$ cat src/rtl/inverter_serial_if.sv
// Request/result bundle for the bit-serial inverter: operand and mode in,
// packed result, overflow flag and handshake status out.
interface inverter_serial_if #(
    parameter int WIDTH = 8
);
    logic               start;
    logic [WIDTH-1:0]   a;
    logic [1:0]         mode;
    logic               ready;
    logic               done;
    logic [2*WIDTH-1:0] out;
    logic               ovf;

    modport master (
        output start, a, mode,
        input  ready, done, out, ovf
    );

    modport slave (
        input  start, a, mode,
        output ready, done, out, ovf
    );
endinterface

$ cat src/rtl/inverter_serial.sv
// Bit-serial complement/negate/passthrough unit: processes one operand bit per
// clock, LSB first, and publishes {operand, result} with a one-cycle done pulse.
module inverter_serial #(
    parameter int WIDTH = 8
) (
    input  logic              clk,
    input  logic              rst_n,
    inverter_serial_if.slave  bus
);
    localparam int CW = $clog2(WIDTH);
    localparam logic [CW-1:0] LAST = CW'(WIDTH - 1);

    typedef enum logic [1:0] {
        IDLE = 2'd0,
        RUN  = 2'd1,
        DONE = 2'd2
    } state_t;

    state_t             state;
    state_t             state_next;
    logic [WIDTH-1:0]   a_reg;
    logic [1:0]         mode_reg;
    logic [CW-1:0]      cnt;
    logic [WIDTH-1:0]   result;
    logic [WIDTH-1:0]   result_next;
    logic               seen_one;
    logic [2*WIDTH-1:0] out_reg;
    logic               ovf_reg;
    logic               cur_bit;
    logic               res_bit;
    logic               last_bit;

    always_ff @(posedge clk) begin
        if (!rst_n) begin
            state <= IDLE;
        end else begin
            state <= state_next;
        end
    end

    // Negate without a carry chain: copy bits up to and including the lowest
    // set bit, invert everything above it.
    always_comb begin
        state_next  = state;
        cur_bit     = a_reg[cnt];
        res_bit     = ~cur_bit;
        last_bit    = (cnt == LAST);
        result_next = result;
        case (mode_reg)
            2'b01:   res_bit = seen_one ? ~cur_bit : cur_bit;
            2'b10:   res_bit = cur_bit;
            default: res_bit = ~cur_bit;
        endcase
        result_next[cnt] = res_bit;
        case (state)
            IDLE:    if (bus.start) state_next = RUN;
            RUN:     if (last_bit) state_next = DONE;
            DONE:    state_next = IDLE;
            default: state_next = IDLE;
        endcase
    end

    always_ff @(posedge clk) begin
        if (!rst_n) begin
            a_reg    <= '0;
            mode_reg <= '0;
            cnt      <= '0;
            result   <= '0;
            seen_one <= 1'b0;
            out_reg  <= '0;
            ovf_reg  <= 1'b0;
        end else begin
            case (state)
                IDLE: begin
                    if (bus.start) begin
                        a_reg    <= bus.a;
                        mode_reg <= bus.mode;
                        cnt      <= '0;
                        result   <= '0;
                        seen_one <= 1'b0;
                    end
                end
                RUN: begin
                    result   <= result_next;
                    seen_one <= seen_one | cur_bit;
                    if (last_bit) begin
                        out_reg <= {a_reg, result_next};
                        // A lone top bit with nothing set below it is the
                        // most-negative value, whose negation overflows.
                        ovf_reg <= (mode_reg == 2'b01) && cur_bit && !seen_one;
                    end else begin
                        cnt <= cnt + CW'(1);
                    end
                end
                default: begin
                end
            endcase
        end
    end

    assign bus.ready = (state == IDLE);
    assign bus.done  = (state == DONE);
    assign bus.out   = out_reg;
    assign bus.ovf   = ovf_reg;
endmodule

$ cat src/flat_wrapper.sv
// flat-port wrapper written by rule: the top's interface ports become plain ports
module inverter_serial_flat 
#(
    parameter int WIDTH = 8
)
  (clk, rst_n, bus_start, bus_a, bus_mode, bus_ready, bus_done, bus_out, bus_ovf);
  inverter_serial_if #(.WIDTH(WIDTH)) bus_i ();
  input  logic clk;
  input  logic rst_n;
  input wire logic [$bits(bus_i.start)-1:0] bus_start;
  input wire logic [$bits(bus_i.a)-1:0] bus_a;
  input wire logic [$bits(bus_i.mode)-1:0] bus_mode;
  output wire logic [$bits(bus_i.ready)-1:0] bus_ready;
  output wire logic [$bits(bus_i.done)-1:0] bus_done;
  output wire logic [$bits(bus_i.out)-1:0] bus_out;
  output wire logic [$bits(bus_i.ovf)-1:0] bus_ovf;
  assign bus_i.start = bus_start;
  assign bus_i.a = bus_a;
  assign bus_i.mode = bus_mode;
  assign bus_ready = bus_i.ready;
  assign bus_done = bus_i.done;
  assign bus_out = bus_i.out;
  assign bus_ovf = bus_i.ovf;
  inverter_serial #(.WIDTH(WIDTH)) u_core (.clk(clk), .rst_n(rst_n), .bus(bus_i));
endmodule
$ cat config.mk
export PLATFORM = sky130hd
export DESIGN_NAME = inverter_serial_flat
export DESIGN_NICKNAME = d
export VERILOG_FILES = /design/src/rtl/inverter_serial_if.sv /design/src/rtl/inverter_serial.sv /design/src/flat_wrapper.sv
export SDC_FILE = /design/constraint.sdc
export NUM_CORES = 1
export LEC_CHECK = 0
export ABC_AREA = 1
export CORE_MARGIN = 2
export CORE_UTILIZATION = 51
export DETAILED_ROUTE_END_ITERATION = 16
export PLACE_DENSITY = 0.78
export SYNTH_ARGS = -nofsm -noshare
export SYNTH_HDL_FRONTEND = slang
export SYNTH_SLANG_ARGS = --single-unit
$ cat constraint.sdc
create_clock -name clk -period 2.4 [get_ports clk]
set_input_delay 0.48 -clock clk [delete_from_list [all_inputs] [get_ports clk]]
set_output_delay 0.48 -clock clk [all_outputs]
set_load 0.05 [all_outputs]
==> results of run 1 <==
==> synth_stat cells <==
cell type,instances,share of area
inv_1,11,0.023
a22oi_1,2,0.0083
dfxtp_1,41,0.46
clkinv_1,1,0.0021
or2_2,7,0.024
o21ai_0,20,0.056
nand3_1,16,0.044
nand2_2,12,0.042
nor2_1,45,0.094
nor2_4,1,0.0062
ha_1,5,0.035
nor3_1,6,0.017
inv_2,1,0.0021
a21oi_1,22,0.061
nand4_1,2,0.0069
nand2_4,1,0.0062
buf_4,2,0.0083
buf_6,2,0.012
inv_4,1,0.0035
nand2_1,35,0.073
clkbuf_1,6,0.012
nor2_2,1,0.0035
o21a_1,1,0.0042
==> worst max-delay path: stages (launching register included) <==
cell,delay [ns]
dfxtp_1,0.33
nor2_1,0.14
clkdlybuf4s50_1,0.82
==> repair_timing <==
| action | CTS | global route |
|---|---|---|
| setup buffers | 0 | 0 |
| gates resized for setup | 0 | 1 |
| endpoints found under the hold margin | 0 | 0 |
| setup endpoints to repair | 0 | 4 |
==> path summary, 6_finish.rpt <==
path         slack (ns)                              to                            from  depth (start not counted)
max                0.28                       bus_ready    u_core.state[1]$_SDFFE_PN0P_                          2
min                0.47  u_core.bus.out[1]$_SDFFE_PN0P_  u_core.bus.out[1]$_SDFFE_PN0P_                          2
max reg2reg        0.32  u_core.bus.out[0]$_SDFFE_PN0P_      u_core.cnt[2]$_SDFFE_PN0P_                         14
min reg2reg        0.47  u_core.bus.out[1]$_SDFFE_PN0P_  u_core.bus.out[1]$_SDFFE_PN0P_                          2
==> power by group through the flow <==
| stage | logic [mW] | clock network (mW) | registers (mW) |
|---|---|---|---|
| 2_1_floorplan | 0.125 | 0 | 0.727 |
| 3_3_place_gp | 0.164 | 0 | 0.734 |
| 3_5_place_dp | 0.166 | 0 | 0.735 |
| 4_1_cts | 0.167 | 0.340 | 0.720 |
| 5_1_grt | 0.190 | 0.370 | 0.724 |
| 6_report | 0.168 | 0.329 | 0.720 |
==> final cells by class <==
class                           count  area, µm²  area share
Clock buffer                        8       48.8      0.0223
Timing Repair Buffer               35        340       0.155
Inverter                           14       55.1      0.0251
Sequential cell                    41        822       0.375
Tap cell                           46       57.6      0.0263
Multi-Input combinational cell    176        866       0.395
==> cells by family after synthesis <==
kind of cell | synth area share
AOI/OAI and AO/OA | 0.129
adders and majority gates | 0.0347
buffers and inverters | 0.0639
DFF | 0.456
and+or+nand+nor | 0.317
==> per-layer routing <==
| metal | track usage | share of wire | vias to the layer above |
|---|---|---|---|
| met2 | 0.337 | 0.46 | 34 |
| li1 | - | - | 845 |
| met5 | 0 | 0 | - |
| met1 | 0.266 | 0.48 | 729 |
| met4 | 0.0924 | 0.018 | 0 |
| met3 | 0.0536 | 0.047 | 7 |
==> per-stage QoR <==
step | cell area, µm² | setup WS, ns | power, mW | utilization
floorplan | 1800 | 0.596 | 0.851 | -
global placement | 2140 | 0.320 | 0.898 | 0.636
detailed placement | 2140 | 0.235 | 0.901 | 0.636
CTS | 2190 | 0.219 | 1.23 | 0.651
global route | 2190 | 0.140 | 1.28 | 0.651
finish | 2190 | 0.277 | 1.22 | 0.651
==> results.cfg, run 1 <==
[status]
status = complete, no violations

[drt]
dr_total_vias = 1615
drt-total-wl_um = 3700
drc = 0
ant_nets = 0
drtIter0Drc = 74
routed_via_density = 5.05
routedWlPerCell_um = 11.6
first_pass_iters = 4

[placement]
gp_congestion = 0.870
port_buffers = 31
dpl.hpwl_um = 2610
place_inst = 312

[sta]
fin_crit_sh = 0.884
period_minus_slack_ns = 2.12
drv_slew = 0
final_hold_viol_count = 0
fin_setup_tns_ns = 0
timing.fmax_mhz = 471
max-slew-margin-rel = 0.665
setup_viol = 0
skew_ns = 0.00696
whs_ns = 0.470
worst_slew_pin_slew_ns = 0.501
rsz0062_at_grt = false

[cells_and_area]
n_antenna_cell = 0
drive_gt1_frac = 0.124
final_common_cell = nor2_1
fill_cells = 337
finalNonFillerCells = 320
fin_nets = 291
area_growth_pct = 21.5
largest_reg_flops = 16
layout_common_cells = nor2_1 (45), dfxtp_1 (40), nand2_1 (35), clkdlybuf4s50_1 (31), a21oi_1 (22)

[setup_path]
cp_data_arrival_time_ns = 1.64
cp_max_fo = 2
end_kind = primary output
cp.required_ns = 1.92
path_class = flip-flop to primary output
startpoint_type = flip-flop

[power_and_ir_drop]
p_leak_nw = 0.831
powerDensity_nw_per_um2 = 556
p_sw_mw = 0.334
switching_share = 0.274
p_comb_frac = 0.138
internal_power_mw = 0.883
pwr-share-clk = 0.270
ir_drop_uv = 421
seqPwrFrac = 0.592

[floorplan]
core_um2 = 3360
die_x_um = 63.4
fp-row-count = 21
io_pins = 32
initial_utilization = 0.536
dieArea_um2 = 4020
fp.dieH_um = 63.4

[global_route]
grt_max_degree = 22
grt_usage = 0.210
grt_pass1_wl_um = 6640
antenna_found_initial = 0
grt_pass1_vias = 1475
overflow = 0

[synth]
synth_fp_nets = 259
ys_ff_latch = 41
synth_cell_type_count = 23
yosys_warnings = 0
yosysSeqAreaShare = 0.456
syn_area_per_cell_um2 = 7.48
syn-instance-count = 241
synth_area_um2 = 1800

[clock_network]
clk_latency_ns = 0.35
clockBufferDepth = 2
h-tree-depth = 2
cts_tree = yes
path_clk_slew_ns = 0.11
postCtsHoldBufs = 0
cts-root-buf = clkbuf_4
cts_made_buffers = 5
cts.sinks = 41

[worst_hold_path]
worstHoldPathType = flip-flop to flip-flop

[flow_run]
drv_cap = 0
(Power assumes the default switching activity.)
==> run 2, diff against run 1 <==
Settings changed: HOLD_SLACK_MARGIN set to 0.05.
==> results of run 2 <==
Same layout as run 1: the final DEF is identical, and so are final timing and power.
